==> src/rtl/bus_cycle_sync.sv <==
`default_nettype none
// ============================================================================
// Module   : bus_cycle_sync
// Purpose  : Brings the asynchronous 6809 bus cycle (E, R/W, address, data,
//            decoder select) into the clk domain and converts each selected
//            peripheral access into one-cycle read/write strobes. Owns MRDY
//            clock stretching so a slow read holds the CPU until the
//            peripheral reports valid data.
// Macro    : BUS_TIMEOUT_EN - when defined, a stretched read is force-released
//            after TIMEOUT_CYCLES clk cycles and o_timeout is set (sticky).
//
// Parameters
//   SYNC_STAGES     flop depth of every input synchroniser (values < 2 use 2)
//   TIMEOUT_CYCLES  read stretch limit in clk cycles, 1..255
//
// Ports
//   clk            internal oscillator clock
//   reset          synchronous, active-high
//   i_E            6809 E (async)
//   i_RW           6809 R/W, 1 = read (async)
//   i_ADDRESS_BUS  6809 address (async)
//   i_DATA         data bus as seen by the FPGA (async)
//   i_ce           decoder select for clocked peripherals (async)
//   i_ready        peripheral read data valid (clk domain)
//   o_rd_strobe    one-cycle read request
//   o_wr_strobe    one-cycle write request
//   o_addr         address latched at cycle start
//   o_wdata        write data latched at E fall
//   o_MRDY         0 = stretch CPU clock, 1 = ready
//   o_busy         FSM not idle
//   o_timeout      sticky read timeout flag (0 when BUS_TIMEOUT_EN undefined)
//
// Revision : 1.0  initial release
// ============================================================================
module bus_cycle_sync #(
    parameter int SYNC_STAGES    = 2,
    parameter int TIMEOUT_CYCLES = 255
) (
    input  logic        clk,
    input  logic        reset,
    input  logic        i_E,
    input  logic        i_RW,
    input  logic [15:0] i_ADDRESS_BUS,
    input  logic [7:0]  i_DATA,
    input  logic        i_ce,
    input  logic        i_ready,
    output logic        o_rd_strobe,
    output logic        o_wr_strobe,
    output logic [15:0] o_addr,
    output logic [7:0]  o_wdata,
    output logic        o_MRDY,
    output logic        o_busy,
    output logic        o_timeout
);

    // ------------------------------------------------------------------
    // Constants
    // ------------------------------------------------------------------
    localparam int c_SYNC_DEPTH = (SYNC_STAGES < 2) ? 2 : SYNC_STAGES;
    localparam int c_BUS_W      = 27;
    localparam int c_E_BIT      = 26;
    localparam int c_RW_BIT     = 25;
    localparam int c_CE_BIT     = 24;

    typedef enum logic [1:0] {
        ST_IDLE       = 2'd0,
        ST_READ_WAIT  = 2'd1,
        ST_WRITE_WAIT = 2'd2,
        ST_HOLD       = 2'd3
    } state_t;

    // ------------------------------------------------------------------
    // Input synchronisers
    // All async inputs travel as one vector through the same number of
    // flops so address/data/RW/ce samples stay aligned with E.
    // The chain carries no reset: clearing it mid-cycle would fabricate an
    // E rising edge once reset drops while the CPU still holds E high.
    // ------------------------------------------------------------------
    logic [c_BUS_W-1:0] w_async_in;
    logic [c_BUS_W-1:0] r_sync [c_SYNC_DEPTH];
    logic [c_BUS_W-1:0] r_smp;
    logic               r_e_prev;
    logic [7:0]         r_data_hold;

    assign w_async_in = {i_E, i_RW, i_ce, i_ADDRESS_BUS, i_DATA};

    always_ff @(posedge clk) begin
        r_sync[0] <= w_async_in;
        for (int i = 1; i < c_SYNC_DEPTH; i++) begin
            r_sync[i] <= r_sync[i-1];
        end
    end

    // r_smp / r_e_prev are the last two synchronised samples used for the
    // edge comparison. r_data_hold keeps the data bus from the most recent
    // sample taken while E was high, which is what a write must capture.
    always_ff @(posedge clk) begin
        r_smp    <= r_sync[c_SYNC_DEPTH-1];
        r_e_prev <= r_smp[c_E_BIT];
        if (r_smp[c_E_BIT]) begin
            r_data_hold <= r_smp[7:0];
        end
    end

    logic        w_e_s;
    logic        w_rw_s;
    logic        w_ce_s;
    logic [15:0] w_addr_s;

    assign w_e_s    = r_smp[c_E_BIT];
    assign w_rw_s   = r_smp[c_RW_BIT];
    assign w_ce_s   = r_smp[c_CE_BIT];
    assign w_addr_s = r_smp[23:8];

    // ------------------------------------------------------------------
    // Registered edge detection
    // ------------------------------------------------------------------
    logic r_e_rise;
    logic r_e_fall;

    always_ff @(posedge clk) begin
        if (reset) begin
            r_e_rise <= 1'b0;
            r_e_fall <= 1'b0;
        end else begin
            r_e_rise <= w_e_s & ~r_e_prev;
            r_e_fall <= ~w_e_s & r_e_prev;
        end
    end

    // ------------------------------------------------------------------
    // FSM state and registered outputs
    // ------------------------------------------------------------------
    state_t      r_state;
    state_t      w_state_nxt;
    logic        r_rd_strobe;
    logic        w_rd_nxt;
    logic        r_wr_strobe;
    logic        w_wr_nxt;
    logic        r_mrdy;
    logic        w_mrdy_nxt;
    logic [15:0] r_addr;
    logic [15:0] w_addr_nxt;
    logic [7:0]  r_wdata;
    logic [7:0]  w_wdata_nxt;

`ifdef BUS_TIMEOUT_EN
    localparam logic [7:0] c_TO_LAST = 8'(TIMEOUT_CYCLES - 1);

    logic [7:0] r_cnt;
    logic [7:0] w_cnt_nxt;
    logic       r_timeout;
    logic       w_timeout_nxt;
`endif

    always_ff @(posedge clk) begin
        if (reset) begin
            r_state     <= ST_IDLE;
            r_rd_strobe <= 1'b0;
            r_wr_strobe <= 1'b0;
            r_mrdy      <= 1'b1;
            r_addr      <= 16'h0000;
            r_wdata     <= 8'h00;
`ifdef BUS_TIMEOUT_EN
            r_cnt       <= 8'd0;
            r_timeout   <= 1'b0;
`endif
        end else begin
            r_state     <= w_state_nxt;
            r_rd_strobe <= w_rd_nxt;
            r_wr_strobe <= w_wr_nxt;
            r_mrdy      <= w_mrdy_nxt;
            r_addr      <= w_addr_nxt;
            r_wdata     <= w_wdata_nxt;
`ifdef BUS_TIMEOUT_EN
            r_cnt       <= w_cnt_nxt;
            r_timeout   <= w_timeout_nxt;
`endif
        end
    end

    always_comb begin
        w_state_nxt = r_state;
        w_rd_nxt    = 1'b0;
        w_wr_nxt    = 1'b0;
        w_mrdy_nxt  = r_mrdy;
        w_addr_nxt  = r_addr;
        w_wdata_nxt = r_wdata;
`ifdef BUS_TIMEOUT_EN
        w_cnt_nxt     = r_cnt;
        w_timeout_nxt = r_timeout;
`endif
        case (r_state)
            ST_IDLE: begin
                w_mrdy_nxt = 1'b1;
                if (r_e_rise && w_ce_s) begin
                    w_addr_nxt = w_addr_s;
                    if (w_rw_s) begin
                        // Strobe and MRDY low are registered together so the
                        // CPU is held from the same edge the request issues.
                        w_rd_nxt    = 1'b1;
                        w_mrdy_nxt  = 1'b0;
                        w_state_nxt = ST_READ_WAIT;
`ifdef BUS_TIMEOUT_EN
                        w_cnt_nxt   = 8'd0;
`endif
                    end else begin
                        w_state_nxt = ST_WRITE_WAIT;
                    end
                end
            end

            ST_READ_WAIT: begin
                // A ready seen while the strobe is still high belongs to an
                // earlier request and is ignored.
                if (i_ready && !r_rd_strobe) begin
                    w_mrdy_nxt  = 1'b1;
                    w_state_nxt = ST_HOLD;
                end
`ifdef BUS_TIMEOUT_EN
                else if (r_cnt == c_TO_LAST) begin
                    w_mrdy_nxt    = 1'b1;
                    w_timeout_nxt = 1'b1;
                    w_state_nxt   = ST_HOLD;
                end else begin
                    w_cnt_nxt = r_cnt + 8'd1;
                end
`endif
            end

            ST_WRITE_WAIT: begin
                if (r_e_fall) begin
                    w_wdata_nxt = r_data_hold;
                    w_wr_nxt    = 1'b1;
                    w_state_nxt = ST_IDLE;
                end
            end

            ST_HOLD: begin
                if (r_e_fall) begin
                    w_state_nxt = ST_IDLE;
                end
            end

            default: begin
                w_mrdy_nxt  = 1'b1;
                w_state_nxt = ST_IDLE;
            end
        endcase
    end

    // ------------------------------------------------------------------
    // Outputs
    // ------------------------------------------------------------------
    assign o_rd_strobe = r_rd_strobe;
    assign o_wr_strobe = r_wr_strobe;
    assign o_addr      = r_addr;
    assign o_wdata     = r_wdata;
    assign o_MRDY      = r_mrdy;
    assign o_busy      = (r_state != ST_IDLE);

`ifdef BUS_TIMEOUT_EN
    assign o_timeout = r_timeout;
`else
    assign o_timeout = 1'b0;
`endif

endmodule
`default_nettype wire

==> config.mk <==
export PLATFORM = sky130hd
export DESIGN_NAME = bus_cycle_sync
export DESIGN_NICKNAME = d
export VERILOG_FILES = /design/src/rtl/bus_cycle_sync.sv
export SDC_FILE = /design/constraint.sdc
export NUM_CORES = 1
export LEC_CHECK = 0
export CORE_UTILIZATION = 40
export DETAILED_ROUTE_END_ITERATION = 16
export PLACE_DENSITY = 0.61
export SLEW_MARGIN = 30
export SYNTH_ARGS = -nofsm -noshare
export SYNTH_HDL_FRONTEND = slang
export SYNTH_SLANG_ARGS = --single-unit
==> constraint.sdc <==
create_clock -name clk -period 1.49 [get_ports clk]
set_input_delay 0.298 -clock clk [delete_from_list [all_inputs] [get_ports clk]]
set_output_delay 0.298 -clock clk [all_outputs]
set_load 0.005 [all_outputs]
# Word level (Yosys, flattened, before mapping)
# Memories as Yosys holds them, arrays and structs flattened. A register that Yosys moved wholly into a read port is not among the register bits.
# Index checks and enable logic that the tools add are counted.
# op_classes
n_eq_ne,6
reduce_logical,13
bitwise,7
muxes,11
# op_table
operator,n
$mux W2,4
$pmux W2 S3,1
$reduce_and A2 Y1,3
$mux W1,5
$not A1 Y1,5
$eq A2 B2 Y1 const B,2
$ne A2 B2 Y1 const B,2
$reduce_bool A2 Y1,2
$reduce_or A2 Y1,2
$reduce_and A3 Y1,1
$reduce_or A3 Y1,1
$and A1 B1 Y1,2
$eq A2 B1 Y1 const B,1
$logic_and A1 B1 Y1,2
$logic_not A2 Y1,1
$ne A2 B1 Y1 const B,1
$pmux W1 S2,1
$logic_not A1 Y1,1
# word_totals
ramBits,54
wordCells,48
reg_bits,40
mem_count,1
# mem_list
memory,words,width,rd,rd_ports_with_merged_regs,wr,line,source
r_sync,2,27,2,1,2,80,logic [c_BUS_W-1:0] r_sync [c_SYNC_DEPTH];

# Longest topological paths before layout
# logic_depth
depth_word,4
ltp_mapped,5
mapped_depth_nobuf,3

# Worst setup path before layout
# Ideal clock, no wire load.
# synth_path
path_type,register to register
start,register r_state[0]
end,register r_state[1]
path_slack_ps,336
setup_ps,128
t_arrival_ps,1026
path_buffers,1
stages_incl_launch_ff,5
cell_sequence,dfxtp_1 -> and4bb_2 -> buf_6 -> a221oi_1 -> nor2_1
# synth_via
elab_chain_cells,4
word_cells_on_any_way,10
classes_between,eq/ne: 6; mux: 1; reduce/logical: 3
# synth_lines
element,line,source
from (decl),134,state_t r_state;
from (signal assigned),169,r_state <= w_state_nxt;
$eq A2 B2 Y1,193,case (r_state)
$reduce_or A2 Y1 (no source line),-,
$ne A2 B1 Y1 (no source line),-,
$reduce_and A3 Y1 (no source line),-,
# Several ways; a longest one is shown, not always the timed one.
# A chain may end at the register's enable or synchronous reset.

# Worst setup path in the final report
# layout_path
start,register r_state[0]
end,output o_busy
# layout_via
elab_chain_cells,1
# layout_lines
element,line,source
$reduce_bool A2 Y1,260,assign o_busy = (r_state != ST_IDLE);
to (decl),52,"output logic o_busy,"
# Every way passes these cells.

==> results by group <==
Status
  • Outcome: complete, but fails checks
  • Failing checks: negative setup slack

Setup path
  • CP Launch Type: flop
  • Peak fanout along the critical path: 8
  • Crit Path Class: flop to output pin
  • CP Capture Type: output pin
  • Crit path DAT: 1200 ps
  • CP required: 1190 ps
  • Worst Reg-to-Reg Cells: 5

Floorplan
  • Die footprint: 7886 um^2
  • DIE WIDTH: 88.81 um
  • Die Span Y: 88.81 um
  • Top Ports: 59
  • # rows: 31
  • Initial Util: approximately two fifths
  • Core area: 7253 um^2

Drt
  • Post-route DRC: 0
  • WL/cell: 11.07 um
  • Antenna-violating nets left: 0
  • Vias after detailed routing: 1,668
  • Pre-Repair DR Iteration Count: 4
  • Vias per Instance: 4.160
  • Iteration-0 DRC Markers: 73
  • Final WL: 4438 um

Timing
  • Final Setup Violations: 1
  • Fmax: 668.9 MHz
  • Final setup TNS: -4.999 ps
  • Final worst setup slack: -4.999 ps
  • Post-layout min period: 1495 ps
  • Slew Limit Fails: 0
  • Worst clock skew: between 4 and 5 ps
  • Final hold violations: 0
  • Fin crit share: 100.3%
  • RSZ-0062 raised after global routing: true

Placed design
  • DP Cell Count: 368
  • DP Worst Slack: 78.56 ps
  • Placed Area: 3704 um^2
  • PortBufs: 57
  • Post-DP HPWL: 2823 um
  • Gpl congestion: 0.6640

Yosys
  • Synth Area per Inst: 13.95 um^2
  • Yosys cell types: 26
  • Synth top area cells: dfxtp_1, edfxtp_1, nand2_1
  • Register bit total from synthesis: between 100 and 150
  • Mapped Cells: 216
  • Area of the mapped netlist: 3014 um^2
  • Sequential area share after synthesis: 83.02%
  • Yosys Warn Count: 0
  • Yosys top cell by area: dfxtp_1
  • Post-synth top area share: approximately 75%
  • Syn Nets: 246

GRT
  • GRT Resource Usage Total: 13.72%
  • GRT overflow: 0
  • Vias in the first global route: between 1,500 and 2,000
  • Initial antenna violation count: 0
  • First-pass GRT wire length: 7383 um
  • Largest net degree at the start of global routing: 32

Cells and area
  • P&R area growth vs syn: 40.39%
  • Fin area: 4232 um^2
  • Final #Nets: between 300 and 400
  • Antenna diodes: 0
  • Share of cells above drive strength 1: around 15%
  • Final cell count without fillers: 401

Power and ir drop
  • Pleak: 0.001839 uW
  • Pwr dens: 1710 nW/um^2
  • Peak supply drop: ~0.00092 V

Clock network
  • H-tree depth: 4
  • CTS tree: yes
  • Clock sink count: 121
  • Max Buffers Root-to-Sink: 2
  • Root Driver: clkbuf_8
  • Clock latency on the worst-skew pair: 500 ps
  • Cts bufs inserted: 17
  • Cts hold-fix bufs: 0
  • Clock Pin Slew Worst Setup and Hold Paths: around 50 ps

Hold path
  • Min-Delay Path Class: primary input to flop
  • Min-Delay Path Depth: 1

Flow run
  • Max-cap violations: 0
[kinds of logic after synthesis]
family                 after synthesis  synth area share [%]
AOI/OAI and AO/OA                   20                 3.736
buffers and inverters               11                 2.075
DFF                                121                 83.02
muxes                                8                 2.657
other                                1                0.1244
and+or+nand+nor                     55                 8.385
[Yosys cell counts, drive strengths merged]
cell,instances
dfxtp,113
nand2,33
a21oi,16
nor2,12
edfxtp,8
mux2i,8
clkbuf,5
buf,4
inv,2
nand3b,2
nor3b,2
a221oi,1
a2bb2oi,1
a31o,1
a31oi,1
and4bb,1
conb,1
nand2b,1
nand4bb,1
nor4bb,1
or2,1
or2b,1
[registers in the layout, summed over array words and instances (netlist names), 2 cells and up]
name         flops
r_data_hold      8
o_wdata          8
r_state          2
r_smp           27
r_sync          54
o_addr          16
[repair_timing]
item | CTS | global route
setup endpoints to repair | 28 | 3
setup buffers | 1 | 0
gates resized for setup | 35 | 5
[where the power goes]
group	leakage (uW)	internal, uW	total, uW	switching (uW)
registers	0.00102	3430	3480	48.9
clock network	0.000269	2240	3570	1330
logic	0.000546	128	190	62.4
total	0.00184	5800	7240	1440
[per-layer routing]
| metal | up-vias | track usage, % | part of all wire [%] |
|---|---|---|---|
| li1 | 853 | - | - |
| met1 | 762 | 13.79 | 40 |
| met2 | 44 | 21.47 | 51 |
| met3 | 9 | 7.836 | 7.2 |
| met4 | 0 | 9.677 | 2.2 |
| met5 | - | 0 | 0 |
[final timing paths]
kind,from,end,slack [ps]
max reg2reg,r_state[1]$_SDFFE_PP0P_,o_addr[7]$_SDFFE_PP0P_,160
min reg2reg,r_sync[1][8]$_DFF_P_,r_smp[8]$_DFF_P_,320
min,i_RW,r_sync[0][25]$_DFF_P_,240
max,r_state[0]$_SDFFE_PP0P_,o_busy,-5
[cells in the final DEF (no fill, tap or decap), types with 2 or more instances in the layout]
| master | netlist | routed |
|---|---|---|
| mux2i_1 | 8 | 8 |
| nand3b_1 | 2 | 2 |
| edfxtp_1 | 8 | 8 |
| clkbuf_16 | 0 | 16 |
| clkbuf_8 | 0 | 2 |
| clkinv_2 | 0 | 6 |
| buf_4 | 2 | 5 |
| a21oi_1 | 16 | 16 |
| clkinv_4 | 0 | 2 |
| nand2_1 | 33 | 33 |
| nor3b_1 | 2 | 2 |
| dlygate4sd2_1 | 0 | 27 |
| dfxtp_2 | 0 | 3 |
| nor2_1 | 12 | 12 |
| clkdlybuf4s50_1 | 0 | 29 |
| inv_1 | 2 | 2 |
| dfxtp_1 | 113 | 108 |
| dfxtp_4 | 0 | 2 |
| clkbuf_1 | 3 | 2 |
[worst max-delay path, stage by stage, from the launching register on]
cell     delay, ps
dfxtp_4        360
or2_4          230
buf_6          110
[area by class of cell]
class | count | area, um^2
clock buffers | 20 | 435.4
clock inverters | 12 | 100.1
fillers | 622 | 3022
inverters | 2 | 7.507
multi-input cells | 84 | 455.4
flip-flops and latches | 121 | 2514
well taps | 99 | 123.9
repair buffers | 63 | 595.6
[per-stage QoR]
stage	total power [uW]	util (%)	hold slack [ps]
2_1_floorplan	3600	-	309.6
5_1_grt	7535	58.34	208.5
4_1_cts	7327	58.20	212.1
6_report	7238	58.34	237.3
3_3_place_gp	3730	51.06	310.2
3_5_place_dp	3741	51.06	312.1
No activity file was read; power rests on OpenSTA's default activity.
